==> src/rtl/add_seq.sv <==
// add_seq: byte-serial multi-precision adder controller.
// Streams NBYTES limbs (LSB first) through one 8-bit ripple adder (add_huit),
// chaining the carry between limbs, with a start/busy/done handshake.
// Optional build macro: ADD_SEQ_OVF_EN adds the 'ovf' output (signed overflow
// of the top limb). With the macro undefined the port and its logic are absent.

// 8-bit ripple-carry adder: {rout, s} = a + b + rin.
module add_huit (
    input  logic [7:0] a,
    input  logic [7:0] b,
    input  logic       rin,
    output logic [7:0] s,
    output logic       rout
);

    // Bit-by-bit ripple of the carry through the eight full adders.
    always_comb begin
        logic carry_v;
        carry_v = rin;
        s       = 8'd0;
        for (int i = 0; i < 8; i++) begin
            s[i]    = a[i] ^ b[i] ^ carry_v;
            carry_v = (a[i] & b[i]) | (carry_v & (a[i] ^ b[i]));
        end
        rout = carry_v;
    end

endmodule

module add_seq #(
    parameter int NBYTES = 4
) (
    input  logic                clk,
    input  logic                rst,
    input  logic                start,
    input  logic [8*NBYTES-1:0] a,
    input  logic [8*NBYTES-1:0] b,
    input  logic                rin,
    output logic                busy,
    output logic                done,
    output logic [8*NBYTES-1:0] s,
`ifdef ADD_SEQ_OVF_EN
    output logic                ovf,
`endif
    output logic                rout
);

    localparam int W  = 8 * NBYTES;
    localparam int CW = (NBYTES > 1) ? $clog2(NBYTES) : 1;
    localparam logic [CW-1:0] CNT_LAST = CW'(NBYTES - 1);

    typedef enum logic [1:0] {
        ST_IDLE = 2'd0,
        ST_ADD  = 2'd1,
        ST_DONE = 2'd2
    } state_t;

    state_t         state_r;
    state_t         next_state_s;
    logic [W-1:0]   a_sh_r;
    logic [W-1:0]   b_sh_r;
    logic [W-1:0]   acc_r;
    logic [W-1:0]   acc_next_s;
    logic           carry_r;
    logic [CW-1:0]  cnt_r;
    logic [7:0]     sum_s;
    logic           cout_s;
    logic           last_s;
`ifdef ADD_SEQ_OVF_EN
    logic           cin_msb_s;
`endif

    // The only adder in the design: current low limbs plus the chained carry.
    add_huit u_add_huit (
        .a    (a_sh_r[7:0]),
        .b    (b_sh_r[7:0]),
        .rin  (carry_r),
        .s    (sum_s),
        .rout (cout_s)
    );

    // New sum byte enters at the top of the accumulator; after NBYTES shifts
    // the LSB limb has travelled down to bit 0.
    always_comb begin
        acc_next_s = (acc_r >> 8) | (W'(sum_s) << (W - 8));
        last_s     = (cnt_r == CNT_LAST);
`ifdef ADD_SEQ_OVF_EN
        cin_msb_s  = sum_s[7] ^ a_sh_r[7] ^ b_sh_r[7];
`endif
    end

    // Next-state decode.
    always_comb begin
        next_state_s = state_r;
        case (state_r)
            ST_IDLE: begin
                if (start) begin
                    next_state_s = ST_ADD;
                end else begin
                    next_state_s = ST_IDLE;
                end
            end
            ST_ADD: begin
                if (last_s) begin
                    next_state_s = ST_DONE;
                end else begin
                    next_state_s = ST_ADD;
                end
            end
            ST_DONE: begin
                next_state_s = ST_IDLE;
            end
            default: begin
                next_state_s = ST_IDLE;
            end
        endcase
    end

    // State register plus registered busy/done flags decoded from the next state.
    always_ff @(posedge clk) begin
        if (rst) begin
            state_r <= ST_IDLE;
            busy    <= 1'b0;
            done    <= 1'b0;
        end else begin
            state_r <= next_state_s;
            busy    <= (next_state_s == ST_ADD);
            done    <= (next_state_s == ST_DONE);
        end
    end

    // Operand shift registers, carry chain, limb counter and result registers.
    always_ff @(posedge clk) begin
        if (rst) begin
            a_sh_r  <= '0;
            b_sh_r  <= '0;
            acc_r   <= '0;
            carry_r <= 1'b0;
            cnt_r   <= '0;
            s       <= '0;
            rout    <= 1'b0;
`ifdef ADD_SEQ_OVF_EN
            ovf     <= 1'b0;
`endif
        end else begin
            case (state_r)
                ST_IDLE: begin
                    if (start) begin
                        a_sh_r  <= a;
                        b_sh_r  <= b;
                        carry_r <= rin;
                        cnt_r   <= '0;
                    end else begin
                        cnt_r   <= cnt_r;
                    end
                end
                ST_ADD: begin
                    a_sh_r  <= a_sh_r >> 8;
                    b_sh_r  <= b_sh_r >> 8;
                    acc_r   <= acc_next_s;
                    carry_r <= cout_s;
                    cnt_r   <= cnt_r + CW'(1'b1);
                    if (last_s) begin
                        s    <= acc_next_s;
                        rout <= cout_s;
`ifdef ADD_SEQ_OVF_EN
                        ovf  <= cin_msb_s ^ cout_s;
`endif
                    end else begin
                        rout <= rout;
                    end
                end
                default: begin
                    cnt_r <= cnt_r;
                end
            endcase
        end
    end

endmodule
==> config.mk <==
export PLATFORM = sky130hd
export DESIGN_NAME = add_seq
export DESIGN_NICKNAME = d
export VERILOG_FILES = /design/src/rtl/add_seq.sv
export SDC_FILE = /design/constraint.sdc
export NUM_CORES = 1
export LEC_CHECK = 0
export CAP_MARGIN = 20
export CORE_ASPECT_RATIO = 2
export CORE_MARGIN = 5
export CORE_UTILIZATION = 26
export DETAILED_ROUTE_END_ITERATION = 8
export GPL_ROUTABILITY_DRIVEN = 0
export PLACE_DENSITY_LB_ADDON = 0.1
export SYNTH_ARGS = -nofsm -noshare
export SYNTH_HDL_FRONTEND = slang
export SYNTH_HIERARCHICAL = 1
export SYNTH_SLANG_ARGS = --single-unit
==> constraint.sdc <==
create_clock -name clk -period 3.5 [get_ports clk]
set_input_delay 1.05 -clock clk [delete_from_list [all_inputs] [get_ports clk]]
set_output_delay 1.05 -clock clk [all_outputs]
set_load 0.01 [all_outputs]
==> flow_summary.toml <==
[detailed_routing]
route.met3.wl_um = 479
num_vias = 3717
wl_um = 13360
drt-pass1-iter-count = 4
met1_length_um = 4891
ant_nets = 0
viasPerCell = 4.578
route.met2.wl_um = 7721
detail_route.wl_per_cell_um = 16.45
remaining_drc_errors = 0
topRoutingLayerUsed = "met4"
drt_iter0_drc = 78

[yosys]
yosysUniqueCellTypes = 24
synth-seq-area-share_pct = 52.38
syn_area_sq_um = 4892
avgSynthCellArea_sq_um = 10.05
synth_warnings = 6
synth.area.top_cells = "dfxtp_1 (52%), mux2i_1 (10%), o2bb2ai_1 (8.8%), nand2_1 (8.7%), a21oi_1 (6.0%)"
synth_top_cell_area_share_pct = 52.38
synth_nets = 564
ys_ff_latch = 128
yosys.area.top_type = "dfxtp_1"
synthCells = 487

[timing]
finalSetupTns_ns = 0
timing.max_slew.rel_slack_pct = 34.90
tightestPinTransition_ns = 0.9729
max_freq_mhz = 286.6
maxSlewViolCount = 0
period_share_pct = 99.70
layout_min_cycle_time_ns = 3.490
hold_viol_final = 0
setup_viol = 0
rsz0062_at_grt = "yes"
timing.hold.ws_ns = 0.4542
clock_skew_ns = 0.007092

[critical_path]
reg2reg_depth = 14
crit_fanout = 2
r2r-start = "a_sh_r[0]$_SDFFE_PP0P_"
cp.required_ns = 3.84
path_class = "reg2reg"
cp-end-kind = "flip-flop"
r2r_end = "s[31]$_SDFFE_PP0P_"
cp.arrival_ns = 3.83
r2r_setup_slack_ns = 0.01
startpoint_type = "flip-flop"

[global_route]
grt_use_total_pct = 13.00
antenna_found_initial = 0
grt_max_degree = 62
grt_overflow = 0
grt_pass1_vias = 4009
grt_first_pass_wirelength_um = 21640

[floorplanning]
start_util_pct = 26.22
design.core.area_sq_um = 18660
die_area_sq_um = 21830
rows = 71
ioPinCount = 103
dieHeight_um = 204.0
die_w_um = 107.0

[cells_and_area]
drive_above_1_share_pct = 10.46
finish.net_count = 657
num_antenna_cells = 0
syn2layout_area_growth_pct = 37.03
final_cells = 812
fin_util_pct = 35.94

[cts]
clock_path_buffers = 2
cts_tree = "yes"
cts_setup_buffers = 0
clk_pin_slew_ns = 0.06
cts_buffers = 17
clock-sinks = 128
clk_latency_ns = 0.41
root_buffer = "clkbuf_16"
htreeDepth = 4
cts_hold_buf = 0

[power_and_ir_drop]
powerDensity_nw_per_um2 = 550.7
leakagePower_uw = 0.002376
sequentialPowerShare_pct = 42.9
switching_power_uw = 886.0
clkPwrFrac_pct = 49.4
p_int_uw = 2806
netSwitchingFraction_pct = 24.00
totalPowerFinal_uw = 3692
irDropWorstVdd_uv = 304.5
pwr-share-comb_pct = 7.7

[placed_design]
port_buffers = 102
dp_hpwl_um = 9706
dpl.cell_count = 780

[min_path]
min_to = "s[12]$_SDFFE_PP0P_"
hold_path_class = "reg2reg"
hold_depth = 2
min-delay-start = "s[12]$_SDFFE_PP0P_"

[run]
maxCapViolations = 0

[status]
status = "finished clean"
## power by group through the flow
stage / Sequential, uW / Combinational, uW / Clock, uW
after floorplan: 1580 / 181 / 0
after global placement: 1620 / 289 / 0
after detailed placement: 1620 / 290 / 0
after CTS: 1590 / 293 / 1880
after global routing: 1600 / 318 / 1950
final: 1590 / 283 / 1820
## flip-flops by register name (all words and copies together) (netlist names)
signal and flops:
a_sh_r 32, acc_r 24, b_sh_r 32, busy 1, carry_r 1, cnt_r 2
done 1, rout 1, s 32, state_r 2
## critical path, cell delays in order, from the launching register on
cell	delay, ns
dfxtp_2	0.33
fa_2	0.37
inv_2	0.06
fa_2	0.18
inv_2	0.04
fa_2	0.33
fa_2	0.35
fa_2	0.35
fa_2	0.35
fa_2	0.35
inv_2	0.06
fa_1	0.39
inv_1	0.08
nand2_1	0.06
a21oi_2	0.12
## logic make-up after synthesis
| family | after synthesis | share of synthesized area, % |
|---|---|---|
| compound gates | 127 | 18.16 |
| fa+ha+maj | 9 | 3.529 |
| buf+inv | 49 | 5.422 |
| flops | 128 | 52.38 |
| mux | 50 | 10.26 |
| simple gates | 124 | 10.26 |
## synth_stat cells
| cell type | count |
|---|---|
| nand2_1 | 114 |
| nor2_2 | 1 |
| a21oi_1 | 59 |
| nor2b_1 | 1 |
| o21ai_1 | 1 |
| mux2_2 | 1 |
| buf_2 | 26 |
| ha_1 | 1 |
| dfxtp_1 | 128 |
| clkbuf_1 | 4 |
| nand2b_1 | 1 |
| buf_4 | 3 |
| inv_1 | 10 |
| nor2_1 | 4 |
| mux2i_1 | 49 |
| o2bb2ai_1 | 49 |
| and3b_1 | 1 |
| buf_6 | 5 |
| nand3b_1 | 1 |
| nor4b_4 | 1 |
| a22o_1 | 17 |
| buf_1 | 1 |
| o21ba_2 | 1 |
| fa_1 | 8 |
## worst max path at each step
stage,slack (ns),start,endpoint
detailed placement,-0.17,a_sh_r[0]$_SDFFE_PP0P_,s[31]$_SDFFE_PP0P_
global placement,-0.15,a_sh_r[0]$_SDFFE_PP0P_,s[31]$_SDFFE_PP0P_
global route,-0.11,a_sh_r[0]$_SDFFE_PP0P_,s[31]$_SDFFE_PP0P_
finish,0.01,a_sh_r[0]$_SDFFE_PP0P_,s[31]$_SDFFE_PP0P_
CTS,-0.008,a_sh_r[0]$_SDFFE_PP0P_,acc_r[31]$_SDFFE_PP0P_
floorplan,0.01,a_sh_r[0]$_SDFFE_PP0P_,s[31]$_SDFFE_PP0P_
## through the flow
step | setup slack, ns | area, sq um
6_report | 0.01035 | 6704
2_1_floorplan | 0.01449 | 4897
5_1_grt | -0.1146 | 6704
4_1_cts | -0.008414 | 6700
3_3_place_gp | -0.1499 | 6075
3_5_place_dp | -0.1651 | 6075
## layer usage
layer	up-vias	global-route usage [%]
li1	1880	-
met4	0	5.761
met5	-	0
met1	1746	12.99
met3	14	3.162
met2	77	24.82
## area by class of cell
| type | instances | area [sq um] |
|---|---|---|
| clock inverter | 15 | 186.4 |
| fill | 1897 | 11950 |
| tap | 219 | 274.0 |
| inverter | 10 | 37.54 |
| clock buffer | 17 | 425.4 |
| multi-input combinational | 310 | 2102 |
| timing repair buffer | 113 | 1111 |
| sequential | 128 | 2567 |
## layout by cell type, fill, tap and decap left out
| master | instances |
|---|---|
| and3b_1 | 1 |
| bufinv_16 | 3 |
| nand3b_1 | 1 |
| buf_2 | 1 |
| a22o_1 | 17 |
| inv_1 | 7 |
| ha_1 | 1 |
| o21ba_2 | 1 |
| clkinv_4 | 5 |
| fa_2 | 7 |
| a21oi_2 | 1 |
| dfxtp_1 | 126 |
| nor2b_1 | 1 |
| fa_1 | 1 |
| mux2_2 | 1 |
| inv_6 | 2 |
| buf_12 | 1 |
| dfxtp_2 | 1 |
| clkinv_2 | 1 |
| o21ai_4 | 1 |
| dfxtp_4 | 1 |
| nor2_4 | 1 |
| a21oi_1 | 58 |
| o2bb2ai_1 | 49 |
| nand2b_1 | 1 |
| nor4b_4 | 1 |
| inv_2 | 3 |
| clkdlybuf4s50_1 | 101 |
| clkbuf_16 | 17 |
| clkinvlp_4 | 4 |
| nor2_1 | 4 |
| mux2i_1 | 49 |
| nand2_1 | 114 |
| buf_4 | 10 |
## what timing repair did
action	in CTS	in global routing
resized for setup	9	1
gates cloned	0	0
endpoints found under the hold margin	0	0
setup endpoints to repair	3	3
pin swaps	1	1
Note: power is estimated with default switching activity, not from simulation.
